--- config.mk ---
export PLATFORM = sky130hd
export DESIGN_NAME = fetch_decode_queue
export DESIGN_NICKNAME = d
export VERILOG_FILES = /design/src/rtl/fetch_decode_queue.sv
export SDC_FILE = /design/constraint.sdc
export NUM_CORES = 1
export LEC_CHECK = 0
export CAP_MARGIN = 20
export CORE_ASPECT_RATIO = 0.8
export CORE_MARGIN = 4
export CORE_UTILIZATION = 59
export CTS_CLUSTER_SIZE = 25
export DETAILED_ROUTE_END_ITERATION = 6
export HOLD_SLACK_MARGIN = 0.03
export PLACE_DENSITY = 0.85
export RECOVER_POWER = 25
export SLEW_MARGIN = 20
export SYNTH_ARGS = -nofsm -noshare
export SYNTH_HDL_FRONTEND = slang
export SYNTH_SLANG_ARGS = --single-unit
--- constraint.sdc ---
create_clock -name clk -period 8.5 [get_ports clk]
set_clock_uncertainty 0.15 [all_clocks]
set_input_delay 1.7 -clock clk [delete_from_list [all_inputs] [get_ports clk]]
set_output_delay 1.7 -clock clk [all_outputs]
set_load 0.1 [all_outputs]
--- src/rtl/fetch_decode_queue.sv ---
// Prefetch queue between fetch and decode: in-order {pc, instruction} FIFO with flush on taken branch.
// Optional zero-latency pass-through through an empty queue when FETCH_QUEUE_BYPASS_EN is defined.
module fetch_decode_queue #(
    parameter int DEPTH = 4,
    parameter int AW    = 2
) (
    input  logic          clk,
    input  logic          rst,
    input  logic          flush,
    input  logic          in_valid,
    input  logic [31:0]   in_pc,
    input  logic [31:0]   in_instruction,
    output logic          in_ready,
    output logic          out_valid,
    output logic [31:0]   out_pc,
    output logic [31:0]   out_instruction,
    input  logic          out_ready,
    output logic [AW:0]   count
);

    // Handshake: a transfer happens on a side only at a rising edge where valid and ready are both high.
    localparam logic [AW:0]   FULL_COUNT = DEPTH[AW:0];
    localparam logic [AW:0]   CNT_ONE    = {{AW{1'b0}}, 1'b1};
    localparam logic [AW-1:0] PTR_ONE    = {{(AW-1){1'b0}}, 1'b1};

    logic [AW-1:0] wr_ptr;
    logic [AW-1:0] rd_ptr;
    logic [AW:0]   count_q;
    logic [31:0]   pc_mem    [DEPTH];
    logic [31:0]   instr_mem [DEPTH];

    logic empty;
    logic full;
    logic bypass_sel;
    logic pass_through;
    logic push;
    logic pop;

    assign empty = (count_q == '0);
    assign full  = (count_q == FULL_COUNT);

`ifdef FETCH_QUEUE_BYPASS_EN
    // Reset gates the bypass so outputs read zero while rst is low.
    assign bypass_sel = empty & ~flush & rst;
`else
    assign bypass_sel = 1'b0;
`endif

    // An entry consumed straight from the inputs is never written.
    assign pass_through = bypass_sel & in_valid & out_ready;

    assign in_ready = ~full;
    assign push     = in_valid & ~full & ~pass_through & ~flush;
    assign pop      = ~empty & out_ready & ~flush;
    assign count    = count_q;

    always_comb begin
        out_valid       = ~empty;
        out_pc          = 32'd0;
        out_instruction = 32'd0;
        if (bypass_sel) begin
            out_valid       = in_valid;
            out_pc          = in_pc;
            out_instruction = in_instruction;
        end else if (!empty) begin
            out_pc          = pc_mem[rd_ptr];
            out_instruction = instr_mem[rd_ptr];
        end
    end

    always_ff @(posedge clk or negedge rst) begin
        if (!rst) begin
            wr_ptr  <= '0;
            rd_ptr  <= '0;
            count_q <= '0;
        end else if (flush) begin
            wr_ptr  <= '0;
            rd_ptr  <= '0;
            count_q <= '0;
        end else begin
            if (push) wr_ptr <= wr_ptr + PTR_ONE;
            if (pop)  rd_ptr <= rd_ptr + PTR_ONE;
            if (push && !pop)      count_q <= count_q + CNT_ONE;
            else if (pop && !push) count_q <= count_q - CNT_ONE;
        end
    end

    // Storage contents are don't-care after reset, so no reset here.
    always_ff @(posedge clk) begin
        if (push) begin
            pc_mem[wr_ptr]    <= in_pc;
            instr_mem[wr_ptr] <= in_instruction;
        end
    end

endmodule

-- After elaboration in Yosys (flattened, before gate mapping)
Memory sizes are Yosys's and may differ from the RTL's.
Index checks and enable logic that the tools add are counted.
- input port bits: 69
- register bits: 7
- memories: 2
- output and inout bits: 69
- memory bits (writable): 256
- memory list (memory ; words ; width ; rd ports ; clocked after memory_dff ; wr ports ; RTL line ; RTL):
    instr_mem ; 4 ; 32 ; 1 ; 0 ; 1 ; 30 ; logic [31:0] instr_mem [DEPTH];
    pc_mem ; 4 ; 32 ; 1 ; 0 ; 1 ; 29 ; logic [31:0] pc_mem [DEPTH];
- bitwise logic cells: 7
- reductions and logical operators: 8
- multiplexer cells: 11
- equality and inequality tests: 1
- add/subtract/negate cells: 4
- operator list (kind ; number):
    $mux W32 ; 2
    $mux W3 ; 3
    $mux W2 ; 4
    $add A2 B1 Y2 const B ; 2
    $and A1 B1 Y1 ; 4
    $reduce_bool A2 Y1 ; 2
    $add A3 B1 Y3 const B ; 1
    $eq A3 B3 Y1 const B ; 1
    $logic_not A3 Y1 ; 1
    $not A1 Y1 ; 3
    $reduce_bool A3 Y1 ; 1
    $sub A3 B1 Y3 const B ; 1
    $logic_and A1 B1 Y1 ; 2
    $logic_not A1 Y1 ; 2
    $mux W1 ; 2

-- Depth between registers and ports, before layout
- depth in word-level cells: 9
- gate-level depth with buffers: 8

-- Worst setup path before layout
No wires, ideal clock.
- path kind: reg2out
- from: register count_q[0] (netlist: count[0])
- to: output out_pc[22]
- data arrival time: 3.185 ns
- data required time: 6.650 ns
- slack: 3.465 ns
- stages on the path, launching flop included: 5
- path buffers: 2
- cell sequence: dfrtp_1 -> buf_2 -> or3_1 -> clkbuf_1 -> and2_1
- word-level cells in the longest chain between the ends: 2
- RTL lines (item ; RTL line ; RTL):
    from (decl) ; 28 ; logic [AW:0] count_q;
    from (signal assigned) ; 83 ; if (push && !pop) count_q <= count_q + CNT_ONE;
    from (signal assigned) ; 84 ; else if (pop && !push) count_q <= count_q - CNT_ONE;
    $logic_not A3 Y1 ; 39 ; assign empty = (count_q == '0);
    $mux W32 ; 65 ; end else if (!empty) begin
    to (decl) ; 15 ; output logic [31:0] out_pc,
No other way between the ends.

-- Worst setup path after layout
- from: register rd_ptr[0]
- to: output out_instruction[7]
- word-level cells in the longest chain between the ends: 2
- RTL lines (item ; RTL line ; RTL):
    from (decl) ; 27 ; logic [AW-1:0] rd_ptr;
    from (signal assigned) ; 82 ; if (pop) rd_ptr <= rd_ptr + PTR_ONE;
    $mem_v2 Z4 W32 ; - ;
    $mux W32 ; 65 ;
    to (decl) ; 16 ; output logic [31:0] out_instruction,
No other way between the ends.

==> run metrics <==
run status finished, final reports clean; CORE AREA between 15000 and 20000 sq um; vias per inst 5.857; Critical-path top delay cell clkdlybuf4s50_1; total grt overflow 0; number of global-route vias before repair 5245; first-pass GRT wire length between 20 and 30 mm; DP HPWL 10.89 mm; dominant cells by area after synthesis edfxtp_1, mux4_2, and2_1; Vias 4961; Final period util between 60 and 70%; post-route cell area 12440 sq um; actual slew at the worst max-slew pin slightly above 1 ns; setup tns final 0 ns; DRC violations left 0; Die Ht 125.6 um; Worst setup EP type primary output; RSZ-0062 raised after global routing false; Area Overhead vs Synth 22.03%; worst hold slack 0.4521 ns; Synth Cell Area roughly 10000 sq um; number of synthesized register bits 263; CP Cell Sequence buf_4 -> mux4_2 -> and2_1 -> clkdlybuf4s50_1; critical path launch point type register; fmax 176.2 MHz; Post-Syn Instances between 400 and 500; Slew Viols, Final 0; Syn Nets 540; CTS clock-pin slew for the worst setup and hold paths ~0.060 ns; CTS tree built; maxcap violations 0; share of the synthesized area in the top cell type roughly three quarters; gr usage total 19.64%; CP Max Fanout 35; Rows between 40 and 50; initial antenna violation count 5; Chip Width 155.0 um; sequential fraction of the synthesis area 77.12%; total wire length 18.81 mm; clk_lat worst skew 0.50 ns; Yosys cell types 31; Final Critical Period 5.674 ns; Critical Path AT between 3 and 4 ns; H-tree level count 1; yosys warns 0; routed length per instance 22.21 um; Final Hold Fails 0; CTS root buf clkbuf_16; WP data required 6.65 ns; slowest stage delay, CP between 0.9 and 1 ns; PostCTS Resize Cnt 0; # port buffers roughly 140; drt first pass iters 5; largest net degree at the start of global routing 66; DRT antenna net count 0; Hold Startpoint wr_ptr[0]; IO Pins 138; largest area contributor in the netlist edfxtp_1; RePlAce Congestion 0.7674; clock buffer depth 3; Detailed Route Iter0 Violations 383; reg2reg start count[2]; Initial Util 60.82%; Net count, final 681; worst hold path type reg -> reg; Mapped Avg Cell Area 21.88 sq um; CP Class reg -> out; Setup violations, final 0; die footprint between 15000 and 20000 sq um; Inserted Clock Buffers 25; post-CTS setup buffer count 0; Critical path origin rd_ptr[0]; max_slew headroom between 30% and 40%; share of cells above drive strength 1 16.99%; clk sinks about 260; Post-CTS Hold Buffers 0; post-place instance area 11730 sq um
layout by cell type (no fill, tap or decap), types with 3 or more instances in the layout:
cell type,n
and2_4,4
clkdlybuf4s50_1,99
clkinv_2,4
diode_2,3
nor2_1,9
edfxtp_1,256
inv_1,7
dlygate4sd3_1,38
and2_1,65
o21ai_0,3
clkbuf_16,25
clkbuf_1,8
ha_1,4
clkinv_1,7
mux4_2,64
dfrtp_1,5
per-layer routing:
metal	vias up	wire (um)	track usage, %
met4	6	295	3.790
met5	-	22	0
met3	35	1621	4.732
met2	205	9040	30.21
li1	2161	-	-
met1	2554	7828	29.69
cell usage after synthesis:
cell type  number
a221oi_2        1
o311ai_0        1
o21ai_0         3
or3_1           1
buf_1           1
buf_6           5
a21o_1          1
buf_2          10
nor3b_1         1
a211oi_1        1
a31o_2          1
ha_1            4
o31ai_1         1
inv_1           7
nor2_1          9
mux4_2         64
mux2i_1         1
nand3_1         2
a21oi_1         2
o21a_1          1
a311oi_1        1
and2_1         69
nor3_1          1
and3b_1         1
clkbuf_1        8
clkbuf_2        1
mux2_2          2
fa_1            1
xor2_1          2
dfrtp_1         7
edfxtp_1      256
through the flow:
stage | utilization (%) | instances | setup WS [ns]
after global routing | 74.20 | 846 | 2.562
after detailed placement | 69.96 | 800 | 3.283
after CTS | 74.15 | 844 | 2.700
after floorplan | - | 466 | 3.465
final | 74.21 | 847 | 2.826
after global placement | 69.96 | 800 | 3.272
registers in the layout, indices dropped and copies added (netlist names):
| name | count |
|---|---|
| count | 3 |
| wr_ptr | 2 |
| pc_mem | 128 |
| rd_ptr | 2 |
| instr_mem | 128 |
final cells by class:
type	count	area [sq um]
fill	954	4323
tap	220	275.3
timing repair buffer	139	1386
clock buffer	33	655.6
clock inverter	11	46.29
multi-input combinational	171	2176
sequential	263	7868
inverter	7	26.28
antenna	3	7.507
final timing paths:
kind,cells after the start,slack [ns],end
min in group asynchronous,1,1.40,count[1]
hold reg to reg,2,0.45,wr_ptr[0]
max in group asynchronous,1,6.50,rd_ptr[0]
setup / recovery,4,2.83,out_instruction[7]
hold / removal,2,0.45,wr_ptr[0]
setup reg to reg,3,5.96,pc_mem[3][17]
cell families (layout without fill, tap and decap cells):
family | after synthesis | in the layout | synth area share (%)
DFF | 263 | 263 | 77.12
and+or+nand+nor | 84 | 84 | 4.934
muxes | 67 | 67 | 14.46
buffers and inverters | 32 | 190 | 1.681
AOI/OAI and AO/OA | 13 | 13 | 0.9451
adders and majority gates | 5 | 5 | 0.6873
xor gates and xnor gates | 2 | 2 | 0.1719
other | 0 | 3 | 0
critical path, delay by kind of cell (launching register included):
kind          cells  cell delay (ns)
buf+inv           2             1.63
flops             1             0.88
simple gates      1             0.17
mux               1             0.60
Power is not shown: default switching activity piles up to over one toggle a cycle in this logic, so the estimate is an artifact.
